$ cat config.mk
export PLATFORM = sky130hd
export DESIGN_NAME = regfile_sb
export DESIGN_NICKNAME = d
export VERILOG_FILES = /design/src/rtl/regfile_pkg.sv /design/src/rtl/regfile_scoreboard.sv /design/src/rtl/regfile_sb.sv
export SDC_FILE = /design/constraint.sdc
export NUM_CORES = 2
export LEC_CHECK = 0
export CORE_UTILIZATION = 63
export DETAILED_ROUTE_END_ITERATION = 7
export GPL_ROUTABILITY_DRIVEN = 0
export HOLD_SLACK_MARGIN = 0.05
export PLACE_DENSITY = 0.87
export RECOVER_POWER = 50
export SETUP_SLACK_MARGIN = 0.4
export SLEW_MARGIN = 20
export SYNTH_ARGS = -nofsm -noshare
export SYNTH_HDL_FRONTEND = slang
export SYNTH_SLANG_ARGS = --single-unit
$ cat constraint.sdc
create_clock -name clk -period 2.3 [get_ports clk]
set_clock_uncertainty 0.1 [all_clocks]
set_input_delay 0.345 -clock clk [delete_from_list [all_inputs] [get_ports clk]]
set_output_delay 0.345 -clock clk [all_outputs]
set_load 0.005 [all_outputs]
$ cat src/rtl/regfile_pkg.sv
// Shared defaults and types for the scoreboarded register file.
package regfile_pkg;

    localparam int unsigned DefXlen  = 32;
    localparam int unsigned DefNregs = 32;
    localparam int unsigned DefAw    = $clog2(DefNregs);

    typedef logic [DefAw-1:0] reg_addr_t;

endpackage

$ cat src/rtl/regfile_scoreboard.sv
// Busy-bit scoreboard: one pending-write flag per architectural register.
module regfile_scoreboard
    import regfile_pkg::*;
#(
    parameter int unsigned NREGS = DefNregs,
    parameter int unsigned NWR   = 2,
    localparam int unsigned AW   = $clog2(NREGS)
) (
    input  logic                   clk_i,
    input  logic                   rst_ni,
    input  logic [NWR-1:0]         we_i,
    input  logic [NWR-1:0][AW-1:0] wa_i,
    input  logic                   issue_valid_i,
    input  logic [AW-1:0]          issue_rd_i,
    output logic                   issue_ready_o,
    output logic [NREGS-1:0]       busy_o
);

    logic [NREGS-1:0] busy_q, busy_d;

    always_comb begin
        issue_ready_o = !busy_q[issue_rd_i] || (issue_rd_i == '0);
    end

    always_comb begin
        busy_d = busy_q;
        for (int w = 0; w < NWR; w++) begin
            if (we_i[w]) begin
                busy_d[wa_i[w]] = 1'b0;
            end
        end
        // Applied after the clears so a same-cycle issue keeps the bit set.
        if (issue_valid_i && issue_ready_o && (issue_rd_i != '0)) begin
            busy_d[issue_rd_i] = 1'b1;
        end
        busy_d[0] = 1'b0;
    end

    always_ff @(posedge clk_i or negedge rst_ni) begin
        if (!rst_ni) begin
            busy_q <= '0;
        end else begin
            busy_q <= busy_d;
        end
    end

    assign busy_o = busy_q;

endmodule

$ cat src/rtl/regfile_sb.sv
// Multi-port register file with x0 hardwired to zero and a busy-bit scoreboard.
// Define REGFILE_BYPASS_EN to forward same-cycle write data to the read ports.
module regfile_sb
    import regfile_pkg::*;
#(
    parameter int unsigned XLEN  = DefXlen,
    parameter int unsigned NREGS = DefNregs,
    parameter int unsigned NRD   = 2,
    parameter int unsigned NWR   = 2,
    localparam int unsigned AW   = $clog2(NREGS)
) (
    input  logic                     clk,
    input  logic                     reset_n,
    input  logic [NRD-1:0][AW-1:0]   ra,
    output logic [NRD-1:0][XLEN-1:0] rd,
    output logic [NRD-1:0]           rd_busy,
    input  logic [NWR-1:0]           we,
    input  logic [NWR-1:0][AW-1:0]   wa,
    input  logic [NWR-1:0][XLEN-1:0] wd,
    input  logic                     issue_valid,
    input  logic [AW-1:0]            issue_rd,
    output logic                     issue_ready
);

    logic [XLEN-1:0]  regs_q [NREGS];
    logic [XLEN-1:0]  regs_d [NREGS];
    logic [NREGS-1:0] busy;

    regfile_scoreboard #(
        .NREGS (NREGS),
        .NWR   (NWR)
    ) u_scoreboard (
        .clk_i         (clk),
        .rst_ni        (reset_n),
        .we_i          (we),
        .wa_i          (wa),
        .issue_valid_i (issue_valid),
        .issue_rd_i    (issue_rd),
        .issue_ready_o (issue_ready),
        .busy_o        (busy)
    );

    // Ascending port order lets the highest-index writer win on address conflicts.
    always_comb begin
        regs_d = regs_q;
        for (int w = 0; w < NWR; w++) begin
            if (we[w] && (wa[w] != '0)) begin
                regs_d[wa[w]] = wd[w];
            end
        end
        regs_d[0] = '0;
    end

    always_ff @(posedge clk or negedge reset_n) begin
        if (!reset_n) begin
            for (int r = 0; r < int'(NREGS); r++) begin
                regs_q[r] <= '0;
            end
        end else begin
            regs_q <= regs_d;
        end
    end

    // Outputs are gated during reset so bypassed write data cannot leak out.
    always_comb begin
        for (int i = 0; i < NRD; i++) begin
            rd[i]      = '0;
            rd_busy[i] = 1'b0;
            if (reset_n && (ra[i] != '0)) begin
                rd[i]      = regs_q[ra[i]];
                rd_busy[i] = busy[ra[i]];
`ifdef REGFILE_BYPASS_EN
                for (int w = 0; w < NWR; w++) begin
                    if (we[w] && (wa[w] == ra[i])) begin
                        rd[i]      = wd[w];
                        rd_busy[i] = 1'b0;
                    end
                end
`endif
            end
        end
    end

endmodule

==> metrics.txt, run 1 <==
post-synthesis sequential area ratio 40.0%; Run Error [ERROR GRT-0116] Global routing finished with congestion. Check the congestion regions in the DRC Viewer.; clock sink total 1023; failing step global routing (5_1_grt); vias in the first global route 95400; cells after synthesis 6348; dpl cells 8203; synthesized area 64100 sq um; area share of the largest cell type after synthesis 40.0%; Remaining Overflow, GRT 5092; Tot GR Track Use 99.3%; synthesized net count 6442; count leader, synth nand2_1; CTS root buf clkbuf_16; status stopped before the end; Synth cell types 75; initial core utilization 63.8%; yosys warns 0; worst slack, placed -1.30 ns; asr flop ratio synth 100%; post-synth top area cell dfrtp_1; htree depth 3; Mean Syn Cell Area 10.1 sq um; #FFs+latches synth 1023; # IOs 161; Rows 116; total clock buffers created by CTS 107; EDFF count, synth 0; post-detail-place hpwl 219000 microns; Top FF cell, synth dfrtp_1; CTS Buffer Depth 3; synth top area cells dfrtp_1, mux4_2, mux2i_1, nand2_1, nor2_1; Post-synth top cells nand2_1, dfrtp_1, nor2_1; first-pass GRT wire length 733000 microns; Die Span X 321 microns; die height 321 microns; largest net degree at the start of global routing 174; IO Port Bufs 160
stage by stage:
step                cell area, sq um  setup TNS, ns  util [%]
floorplan                      64400              0         -
global placement               76500        -163.35      76.1
detailed placement             76500        -249.72      76.1
CTS                            82800         -37.70      82.5
cell families after synthesis:
logic type / share of synthesized area [%]
AOI/OAI and AO/OA: 16.8
buffers and inverters: 5.41
DFF: 40.0
muxes: 26.2
and+or+nand+nor: 11.7
routing by layer:
layer	overflow	global-route usage [%]
met1	775	93.8
met2	2329	107
met3	788	96.7
met4	1059	101
met5	141	94.4
repair_timing:
item / in CTS
pin swaps: 109
buffers inserted: 117
gates resized for setup: 587
gates cloned: 7
hold endpoints to repair: 127
setup endpoints to repair: 290
hold buffers: 6
==> run 2: changes to the inputs <==
--- a/config.mk
+++ b/config.mk
@@ -5,13 +5,11 @@
 export SDC_FILE = /design/constraint.sdc
 export NUM_CORES = 2
 export LEC_CHECK = 0
-export CORE_UTILIZATION = 63
+export CORE_UTILIZATION = 40
 export DETAILED_ROUTE_END_ITERATION = 7
 export GPL_ROUTABILITY_DRIVEN = 0
-export HOLD_SLACK_MARGIN = 0.05
-export PLACE_DENSITY = 0.87
+export PLACE_DENSITY_LB_ADDON = 0.15
 export RECOVER_POWER = 50
-export SETUP_SLACK_MARGIN = 0.4
 export SLEW_MARGIN = 20
 export SYNTH_ARGS = -nofsm -noshare
 export SYNTH_HDL_FRONTEND = slang
==> run 2 against run 1 <==
  * The flow now finishes, with violations (capacitance limit, slew limit, setup timing)
  * Synthesized cell count did not move
  * Area after synthesis unchanged
==> metrics.txt, run 2 <==
relative slew slack -3.72%; fin. max-slew vios 120; failing checks capacitance limit, slew limit, setup timing; CTS tree built; Rows 146 (+26%); post-synth top area cell dfrtp_1; worst slack, placed -1.53 ns (-0.233 ns); post-synthesis simple-gate area fraction 11.7% (unchanged); Post-Synth XOR/XNOR Area 0% (unchanged); Min-Delay Path Class in2async; CP startpoint kind register; via count 63600; routed length per instance 36.8 microns; initial DRC count 9791; antenna violations before repair 21; Final Hold Vio Count 0; status finished with violations; synth top area cells dfrtp_1, mux4_2, mux2i_1, nand2_1, nor2_1; Tot GR Track Use 41.9%; layout cell share with drive strength beyond 1 32.9%; Leakage 37.5 nW; Die Span X 402 microns (+25%); yosys warns 0 (unchanged); Routed Antenna Nets 0; Max Cap Violations 1; dpl cells 9089 (+11%); largest family of logic cells by synthesized area multiplexers; area share of the largest cell type after synthesis 40.0% (unchanged); Synth cell types 75 (unchanged); actual slew at the worst max-slew pin 1.56 ns; power per cell area 810 nW/um^2; CTS root buf clkbuf_16; post-synthesis mux area share 26.2% (unchanged); post-detail-place hpwl 238000 microns (+8.7%); Die ar. 162000 sq um; Top FF cell, synth dfrtp_1; drc violations 0; CTS Buffer Depth 3 (unchanged); #FFs+latches synth 1023 (unchanged); RSZ-0062 raised after global routing true; largest register by flop count regs_q; asr flop ratio synth 100% (unchanged); # IOs 161 (unchanged); total clock buffers created by CTS 119 (+11%); most common cell after layout, fill and taps aside nand2_1; endpoint type of the worst setup path primary output; final setup vio count 1213; Remaining Overflow, GRT 0; synthesized area 64100 sq um (unchanged); Via density 6.77; Post-synth top cells nand2_1, dfrtp_1, nor2_1; f_max 0.308 GHz; Worst EP required 1.86 ns; Post-Route Utilization 53.7%; largest net degree at the start of global routing 150; vias in the first global route 60200; die height 402 microns (+25%); Max FO, Critical Path 2; clock sink total 1023 (unchanged); CP arrival 2.80 ns; CTS clk-pin slew, worst paths 0.06 ns; R2R setup slack 0.56 ns; first-pass GRT wire length 478000 microns; post-route minimum period 3.25 ns; IO Port Bufs 160 (unchanged); Worst Setup Path Type reg2out; Mean Syn Cell Area 10.1 sq um (unchanged); Non-Filler Instances 9385; EDFF count, synth 0 (unchanged); post-synthesis sequential area ratio 40.0% (unchanged); fin crit share 141%; count leader, synth nand2_1; Worst-Skew Late Latency 0.80 ns; htree depth 3 (unchanged); total iterations of the first detailed-routing run 8; core area 159000 sq um; Synth Area in Compound Gates 16.8% (unchanged); number of flip-flops under the largest register name 992; worst setup margin -0.949 ns; cells after synthesis 6348 (unchanged); adder and majority gate portion of the synthesized area 0% (unchanged); Layout area overhead 33.0%; Peak VDD IR 0.688 mV; initial core utilization 40.4% (-23 points); synthesized net count 6442 (unchanged); Total Routed Length 346000 microns; most frequent cells in the layout nand2_1, dfrtp_1, buf_4, nor2_1, mux2i_1; nets@finish 7293
-- run 2: cell counts after synthesis --
No cell type changed its count.
-- run 2: cell families (layout without fill, tap and decap cells) --
kind of cell,after synthesis,in the layout
AO/OA/AOI/OAI,1613,1613
flip-flops,1023,1023
multiplexers,1085,1085
AND/OR/NAND/NOR,1852,1852
other,0,14
buffers and inverters,775,1726
-- run 2: layout make-up --
class,instances,area (sq um)
repair buffers,1498,15700
multi-input cells,4550,37000
well taps,2072,2590
fillers,13800,73500
inverters,7,28.8
clock buffers,172,3540
clock inverters,49,694
diodes,14,35.0
flip-flops and latches,1023,25600
-- run 2: stage by stage --
step	cell area, sq um	hold slack [ns]	setup TNS [ns]	total power [mW]
detailed placement	79400	0.256	-260.77	46.2
finish	85200	0.215	-280.18	69.1
global route	85200	0.215	-356.60	71.3
CTS	85100	0.00886	-40.69	68.0
global placement	79400	0.257	-254.43	45.6
floorplan	64100	-0.0506	0	36.7
-- run 2: worst paths after layout --
| check | startpoint | endpoint | depth (start not counted) |
|---|---|---|---|
| setup / recovery | u_scoreboard.busy_o[15] | issue_ready | 6 |
| hold / removal | reset_n | regs_q[984] | 3 |
| setup reg to reg | u_scoreboard.busy_o[11] | u_scoreboard.busy_o[9] | 5 |
| hold reg to reg | regs_q[31] | regs_q[31] | 2 |
| max in group asynchronous | reset_n | regs_q[356] | 5 |
| min in group clk | wd[19] | regs_q[179] | 4 |
-- run 2: layer usage --
layer	GRT usage, %	wire length (microns)	vias to the layer above
li1	-	-	25300
met1	54.4	128000	31800
met2	58.2	142000	5176
met3	14.8	48100	1269
met4	29.0	27900	22
met5	0	149	-
-- run 2: timing repair --
action / 4_1_cts / 5_1_grt
gates cloned: 1 / 0
endpoints found under the hold margin: 298 / 46
pin swaps: 101 / 48
endpoints found under the setup margin: 67 / 67
hold buffers: 5 / 1
resized for setup: 515 / 48
setup buffers: 50 / 25
-- run 2: critical path: stages (launching register included) --
cell and delay [ns]:
dfrtp_1 0.41, mux4_2 0.52, nand3_2 0.10, a31oi_2 0.11, a211oi_4 0.57, buf_4 0.22, buf_6 0.08
-- run 2: where the power goes --
| part | internal (mW) | switching [mW] | leakage, nW |
|---|---|---|---|
| registers | 22.7 | 3.89 | 12.6 |
| clock network | 12.1 | 8.77 | 2.09 |
| logic | 11.9 | 9.68 | 22.8 |
Power figures use the tool's default switching activity.
